File: config.mk
export PLATFORM = sky130hd
export DESIGN_NAME = bcp_controller
export DESIGN_NICKNAME = d
export VERILOG_FILES = /design/src/rtl/bcp_pkg.sv /design/src/rtl/bcp_imp_fifo.sv /design/src/rtl/bcp_controller.sv
export SDC_FILE = /design/constraint.sdc
export NUM_CORES = 1
export LEC_CHECK = 0
export CAP_MARGIN = 20
export CORE_MARGIN = 5
export CORE_UTILIZATION = 59
export CTS_BUF_LIST = sky130_fd_sc_hd__clkbuf_8
export CTS_CLUSTER_DIAMETER = 150
export DETAILED_ROUTE_END_ITERATION = 10
export HOLD_SLACK_MARGIN = 0.02
export PLACE_DENSITY = 0.81
export RECOVER_POWER = 25
export SYNTH_ARGS = -nofsm -noshare
export SYNTH_HDL_FRONTEND = slang
export SYNTH_HIERARCHICAL = 1
export SYNTH_SLANG_ARGS = --single-unit
File: constraint.sdc
create_clock -name CLK -period 3.5 [get_ports CLK]
set_clock_uncertainty 0.05 [all_clocks]
set_input_delay 0.35 -clock CLK [delete_from_list [all_inputs] [get_ports CLK]]
set_output_delay 0.35 -clock CLK [all_outputs]
set_load 0.01 [all_outputs]
File: src/rtl/bcp_pkg.sv
// Shared types and constants for the BCP sequencer and its implication queue.
package bcp_pkg;

  localparam int unsigned ADDR_W    = 12;
  localparam int unsigned OFF_W     = 2;
  localparam int unsigned LIT_VAR_W = ADDR_W - 4;

  // Literal as carried through the implication queue
  typedef struct packed {
    logic [LIT_VAR_W-1:0] var_idx;
    logic                 val;
  } lit_t;

  typedef enum logic [1:0] {
    S_IDLE,
    S_ISSUE,
    S_WAIT,
    S_LOAD
  } bcp_state_e;

  // Watch-list base address of a literal: {var, value, 3'b000}
  function automatic logic [ADDR_W-1:0] wl_addr(input lit_t l);
    return {l.var_idx, l.val, 3'b000};
  endfunction

endpackage

File: src/rtl/bcp_imp_fifo.sv
// Implication queue: power-of-two FIFO with push, pop, flush and occupancy count.
module bcp_imp_fifo #(
  parameter int unsigned WIDTH = 9,
  parameter int unsigned DEPTH = 8
) (
  input  logic                     clk,
  input  logic                     rst,
  input  logic                     push,
  input  logic                     pop,
  input  logic                     flush,
  input  logic [WIDTH-1:0]         din,
  output logic [WIDTH-1:0]         head_c,
  output logic                     full_c,
  output logic                     empty_c,
  output logic [$clog2(DEPTH):0]   count
);

  localparam int unsigned PTR_W = $clog2(DEPTH);
  localparam int unsigned CNT_W = PTR_W + 1;

  logic [WIDTH-1:0] mem [DEPTH];
  logic [PTR_W-1:0] wr_ptr;
  logic [PTR_W-1:0] rd_ptr;
  logic             push_ok;
  logic             pop_ok;

  assign full_c  = (count == CNT_W'(DEPTH));
  assign empty_c = (count == '0);
  assign head_c  = mem[rd_ptr];
  assign push_ok = push && !full_c;
  assign pop_ok  = pop && !empty_c;

  // Storage array; contents are don't-care until written
  always_ff @(posedge clk) begin
    if (push_ok && !flush) begin
      mem[wr_ptr] <= din;
    end
  end

  // Pointers wrap naturally modulo DEPTH; flush drops everything
  always_ff @(posedge clk or posedge rst) begin
    if (rst) begin
      wr_ptr <= '0;
      rd_ptr <= '0;
      count  <= '0;
    end else if (flush) begin
      wr_ptr <= '0;
      rd_ptr <= '0;
      count  <= '0;
    end else begin
      if (push_ok) wr_ptr <= wr_ptr + PTR_W'(1);
      if (pop_ok)  rd_ptr <= rd_ptr + PTR_W'(1);
      case ({push_ok, pop_ok})
        2'b10:   count <= count + CNT_W'(1);
        2'b01:   count <= count - CNT_W'(1);
        default: count <= count;
      endcase
    end
  end

endmodule

File: src/rtl/bcp_controller.sv
// BCP sequencer: walks every watch-list segment of a decision literal, then
// replays queued unit implications until the queue drains or a conflict hits.
// Optional BCP_DEDUP_EN: assignment bitmaps drop repeated implications and
// turn contradicting ones into conflicts.
module bcp_controller
  import bcp_pkg::*;
#(
  parameter int unsigned VAR_W  = 8,
  parameter int unsigned NSEG   = 4,
  parameter int unsigned QDEPTH = 8
) (
  input  logic              CLK,
  input  logic              RST,
  input  logic              DEC_VALID,
  input  logic [VAR_W-1:0]  DEC_VAR,
  input  logic              DEC_VAL,
  output logic              DEC_READY,
  output logic              EN,
  output logic              VALUE,
  output logic [OFF_W-1:0]  OFFSET,
  output logic [ADDR_W-1:0] ADDR_IN,
  input  logic              FINISH,
  input  logic              CONFLICT,
  input  logic              UNIT_VALID,
  input  logic [VAR_W-1:0]  UNIT_VAR,
  input  logic              UNIT_VAL,
  output logic              BCP_DONE,
  output logic              BCP_CONFLICT,
  output logic              OVERFLOW,
  output logic              BUSY
);

  localparam int unsigned CNT_W = $clog2(QDEPTH) + 1;
  localparam int unsigned LIT_W = $bits(lit_t);

  bcp_state_e       state, next_state;
  lit_t             dec_lit_c, unit_lit_c, head_lit_c, new_lit_c;
  logic [LIT_W-1:0] head_bits_c;
  logic             fifo_full_c, fifo_empty_c;
  logic [CNT_W-1:0] fifo_count;
  logic             push_win_c, dup_drop_c, dup_conf_c, push_req_c, ovf_c;
  logic             abort_c, last_seg_c, accept_c, adv_c, pop_c, push_c, done_pre_c;

  assign dec_lit_c  = lit_t'{var_idx: LIT_VAR_W'(DEC_VAR), val: DEC_VAL};
  assign unit_lit_c = lit_t'{var_idx: LIT_VAR_W'(UNIT_VAR), val: UNIT_VAL};
  assign head_lit_c = lit_t'(head_bits_c);
  assign new_lit_c  = accept_c ? dec_lit_c : head_lit_c;
  assign push_win_c = (state == S_ISSUE) || (state == S_WAIT);
  assign last_seg_c = (OFFSET == OFF_W'(NSEG - 1));

  bcp_imp_fifo #(
    .WIDTH (LIT_W),
    .DEPTH (QDEPTH)
  ) u_fifo (
    .clk     (CLK),
    .rst     (RST),
    .push    (push_c),
    .pop     (pop_c),
    .flush   (abort_c),
    .din     (unit_lit_c),
    .head_c  (head_bits_c),
    .full_c  (fifo_full_c),
    .empty_c (fifo_empty_c),
    .count   (fifo_count)
  );

`ifdef BCP_DEDUP_EN
  localparam int unsigned NVAR = 2 ** LIT_VAR_W;

  logic [NVAR-1:0] asg_map;
  logic [NVAR-1:0] val_map;

  // Classify an incoming implication against the current assignment
  always_comb begin
    dup_drop_c = 1'b0;
    dup_conf_c = 1'b0;
    if (UNIT_VALID && push_win_c && asg_map[unit_lit_c.var_idx]) begin
      if (val_map[unit_lit_c.var_idx] == unit_lit_c.val) dup_drop_c = 1'b1;
      else                                               dup_conf_c = 1'b1;
    end
  end

  // Assignment bitmaps live for one propagation; cleared as it ends
  always_ff @(posedge CLK or posedge RST) begin
    if (RST) begin
      asg_map <= '0;
      val_map <= '0;
    end else begin
      if (abort_c || (state == S_LOAD && fifo_empty_c)) begin
        asg_map <= '0;
        val_map <= '0;
      end
      if (accept_c || pop_c) begin
        asg_map[new_lit_c.var_idx] <= 1'b1;
        val_map[new_lit_c.var_idx] <= new_lit_c.val;
      end
    end
  end
`else
  assign dup_drop_c = 1'b0;
  assign dup_conf_c = 1'b0;
`endif

  // State register
  always_ff @(posedge CLK or posedge RST) begin
    if (RST) state <= S_IDLE;
    else     state <= next_state;
  end

  // Next state and control strobes; any abort source wins over FINISH
  always_comb begin
    next_state = state;
    accept_c   = 1'b0;
    adv_c      = 1'b0;
    pop_c      = 1'b0;
    push_req_c = UNIT_VALID && push_win_c && !dup_drop_c && !dup_conf_c;
    ovf_c      = push_req_c && fifo_full_c;
    abort_c    = (state == S_WAIT && CONFLICT) || ovf_c || dup_conf_c;
    case (state)
      S_IDLE: begin
        if (DEC_VALID) begin
          accept_c   = 1'b1;
          next_state = S_ISSUE;
        end
      end
      S_ISSUE: next_state = S_WAIT;
      S_WAIT: begin
        if (FINISH) begin
          if (last_seg_c) begin
            next_state = S_LOAD;
          end else begin
            adv_c      = 1'b1;
            next_state = S_ISSUE;
          end
        end
      end
      S_LOAD: begin
        if (fifo_empty_c) begin
          next_state = S_IDLE;
        end else begin
          pop_c      = 1'b1;
          next_state = S_ISSUE;
        end
      end
      default: next_state = S_IDLE;
    endcase
    if (abort_c) begin
      next_state = S_IDLE;
      adv_c      = 1'b0;
    end
    push_c     = push_req_c && !fifo_full_c && !abort_c;
    done_pre_c = (state == S_WAIT) && FINISH && last_seg_c && !abort_c &&
                 (fifo_count == '0) && !push_c;
  end

  // Registered outputs and the current-literal registers
  always_ff @(posedge CLK or posedge RST) begin
    if (RST) begin
      DEC_READY    <= 1'b1;
      EN           <= 1'b0;
      BUSY         <= 1'b0;
      BCP_DONE     <= 1'b0;
      BCP_CONFLICT <= 1'b0;
      OVERFLOW     <= 1'b0;
      VALUE        <= 1'b0;
      OFFSET       <= '0;
      ADDR_IN      <= '0;
    end else begin
      DEC_READY    <= (next_state == S_IDLE);
      EN           <= (next_state == S_ISSUE);
      BUSY         <= (next_state != S_IDLE);
      BCP_DONE     <= done_pre_c;
      BCP_CONFLICT <= abort_c;
      if (accept_c)   OVERFLOW <= 1'b0;
      else if (ovf_c) OVERFLOW <= 1'b1;
      if (accept_c || pop_c) begin
        VALUE   <= new_lit_c.val;
        OFFSET  <= '0;
        ADDR_IN <= wl_addr(new_lit_c);
      end else if (adv_c) begin
        OFFSET  <= OFFSET + OFF_W'(1);
      end
    end
  end

endmodule

==> impl_metrics.csv <==
group,metric,value,unit
routing,finalWirelength,8.09,mm
clock_network,clock_sinks,101,
routing,dr_total_vias,2451,
clock_network,cts_tree,"done",
logic_synthesis,synth_edf_count,72,
clock_network,ctsResizeCount,0,
clock_network,clockRootBuffer,"clkbuf_8",
logic_synthesis,synth_area_leaders,"edfxtp_1, dfrtp_1, mux4_2",
hold_path,hold_class,"in2async",
die,rows,31,
worst_setup_path,worstReg2RegStart,"u_fifo/count[0]$_DFFE_PP0P_",
worst_setup_path,r2r_cells,10,
die,pin_count,45,
power_and_ir_drop,p_leak,1.88,nW
flow_run,drv_cap,0,
layout,antenna_cells,0,
clock_network,cts_setup_buffers,0,
logic_synthesis,synthCells,275,
layout,final_cell_area,5080,um2
power_and_ir_drop,power_density,723,nW/um2
routing,wl_per_cell,18.9,um
layout,drive_gt1_frac,0.183,
layout,nets,358,
worst_setup_path,cp_max_fo,9,
layout,num-fill-cells,482,
die,dieArea,9240,um2
global_route,antenna_found_initial,0,
logic_synthesis,syn_area_per_cell,15.9,um2
logic_synthesis,ys_async_sr_fraction,0.287,
worst_setup_path,cp.required,3710,ps
worst_setup_path,critPathLaunch,"u_fifo/count[0]$_DFFE_PP0P_",
die,initial_core_util,0.604,
sta,finalCriticalPeriod,3080,ps
routing,via_per_inst,5.74,
die,die_h,96.1,um
logic_synthesis,mappedNetlistArea,4380,um2
sta,whs,393,ps
sta,setup_viol,0,
logic_synthesis,yosysTopAreaCell,"edfxtp_1",
clock_network,cts_max_level,3,
worst_setup_path,worst-r2r-setup-slack,420,ps
sta,tns,0,ps
logic_synthesis,seq_area_frac_synth,0.660,
clock_network,ctsHoldBuffers,0,
global_route,overflow,0,
logic_synthesis,yosys_warnings,6,
logic_synthesis,synth_top_area_frac,0.494,
layout,final_cell_mix,"edfxtp_1, clkdlybuf4s50_1, dfrtp_1",
placement,placed_cell_area,4900,um2
routing,antenna_left,0,
worst_setup_path,path_class,"reg2reg",
worst_setup_path,cp-start-kind,"flip-flop",
placement,gp_congestion,0.811,
global_route,grt_pass1_vias,2513,
sta,timing.final.crit_share,0.880,
layout,final_core_util,0.701,
layout,layout_commonest_cell,"edfxtp_1",
sta,timing.fmax,325,MHz
die,coreArea,7250,um2
worst_setup_path,critPathArrivalTime,3290,ps
routing,drtIter0Drc,141,
logic_synthesis,synth_cell_types,46,
global_route,grt_use_total,0.193,
worst_setup_path,end_kind,"flip-flop",
sta,slew_viol_final,0,
routing,drc_errors,0,
logic_synthesis,synthFlopType,"edfxtp_1",
status,status,"finished clean",
placement,place_hpwl,5.53,mm
routing,drtPass1Iterations,4,
logic_synthesis,ys_ff_latch,101,
clock_network,clockBufferDepth,2,
power_and_ir_drop,ir_drop,0.424,mV
die,die_w,96.1,um
sta,worst_slew_pin_slew,1070,ps
clock_network,clk_pin_slew_worst_paths,100,ps
layout,syn_to_final_growth,16.1,%
clock_network,clkLatencyLatePin,360,ps
worst_setup_path,r2r_end,"u_fifo/count[3]$_DFFE_PP0P_",
sta,maxSlewHeadroom,0.285,
global_route,grt_max_degree,22,
sta,hold_violations,0,
clock_network,cts_buffers,9,
placement,portBuffers,41,
global_route,grt_pass1_wl,12.9,mm
sta,rsz0062_at_grt,"false",
## synthesized netlist by cell type (4+ instances only)
| master | number |
|---|---|
| edfxtp_1 | 72 |
| dfrtp_1 | 28 |
| nand2_1 | 20 |
| mux4_2 | 18 |
| nor2_1 | 17 |
| mux2i_1 | 12 |
| o21ai_0 | 11 |
| ha_1 | 10 |
| mux2_2 | 9 |
| a21oi_1 | 7 |
| inv_1 | 7 |
| clkbuf_1 | 6 |
| nand3_1 | 6 |
| buf_4 | 4 |
| nor3_1 | 4 |
| xor2_1 | 4 |
## state kept, by name (all words and copies together) (netlist names), 2 cells and up
name           count
state              2
u_fifo/rd_ptr      3
u_fifo/count       4
OFFSET             2
ADDR_IN            9
u_fifo/wr_ptr      3
u_fifo/mem        72
## worst max path at each step
stage | to | slack, ps
final | u_fifo/count[3]$_DFFE_PP0P_ | 420
after global routing | u_fifo/count[3]$_DFFE_PP0P_ | 250
after CTS | u_fifo/count[3]$_DFFE_PP0P_ | 460
after detailed placement | u_fifo/count[3]$_DFFE_PP0P_ | 490
after global placement | u_fifo/count[3]$_DFFE_PP0P_ | 590
after floorplan | u_fifo/count[3]$_DFFE_PP0P_ | 520
## kinds of logic (layout without fill, tap and decap cells)
family | Yosys count | after routing | share of synthesized area
and+or+nand+nor | 62 | 62 | 0.0706
other | 1 | 3 | 0.000857
adders and majority gates | 11 | 11 | 0.0332
DFF | 101 | 101 | 0.660
muxes | 39 | 39 | 0.143
buffers and inverters | 22 | 73 | 0.0263
xor gates and xnor gates | 7 | 7 | 0.0140
AOI/OAI and AO/OA | 32 | 32 | 0.0520
## critical path, stage by stage (launching register included)
cell and delay (ps):
dfrtp_1 510, or4b_4 630, inv_1 120, nor3b_1 60, buf_4 160, a21oi_4 180
ha_1 300, a21oi_1 260, nand2_1 120, or4b_1 500, o311ai_1 90
## through the flow
| step | instances | total power [mW] | worst slack, ps |
|---|---|---|---|
| 2_1_floorplan | 277 | 2.57 | 516 |
| 3_3_place_gp | 411 | 2.97 | 588 |
| 3_5_place_dp | 411 | 3.02 | 489 |
| 4_1_cts | 427 | 3.70 | 459 |
| 5_1_grt | 427 | 3.91 | 253 |
| 6_report | 427 | 3.68 | 420 |
## routing by layer
layer  GRT usage  wire, um  part of all wire
met3      0.0391       453             0.056
met4      0.0640        97             0.012
met5           0         0                 0
met2       0.317      3970              0.49
met1       0.258      3570              0.44
## power breakdown
part / switching (mW) / total, mW / internal [mW]
Sequential: 0.171 / 1.67 / 1.50
Clock: 0.420 / 0.695 / 0.275
Combinational: 0.649 / 1.31 / 0.663
## final cells by class
cell class | instances | area (um2) | share of cell area
Multi-Input combinational cell | 154 | 1380 | 0.272
Sequential cell | 101 | 2890 | 0.568
Timing Repair Buffer | 50 | 478 | 0.0940
Inverter | 7 | 26.3 | 0.00517
Clock buffer | 9 | 124 | 0.0244
Clock inverter | 7 | 61.3 | 0.0121
Tap cell | 99 | 124 | 0.0244
(Power assumes the default switching activity.)
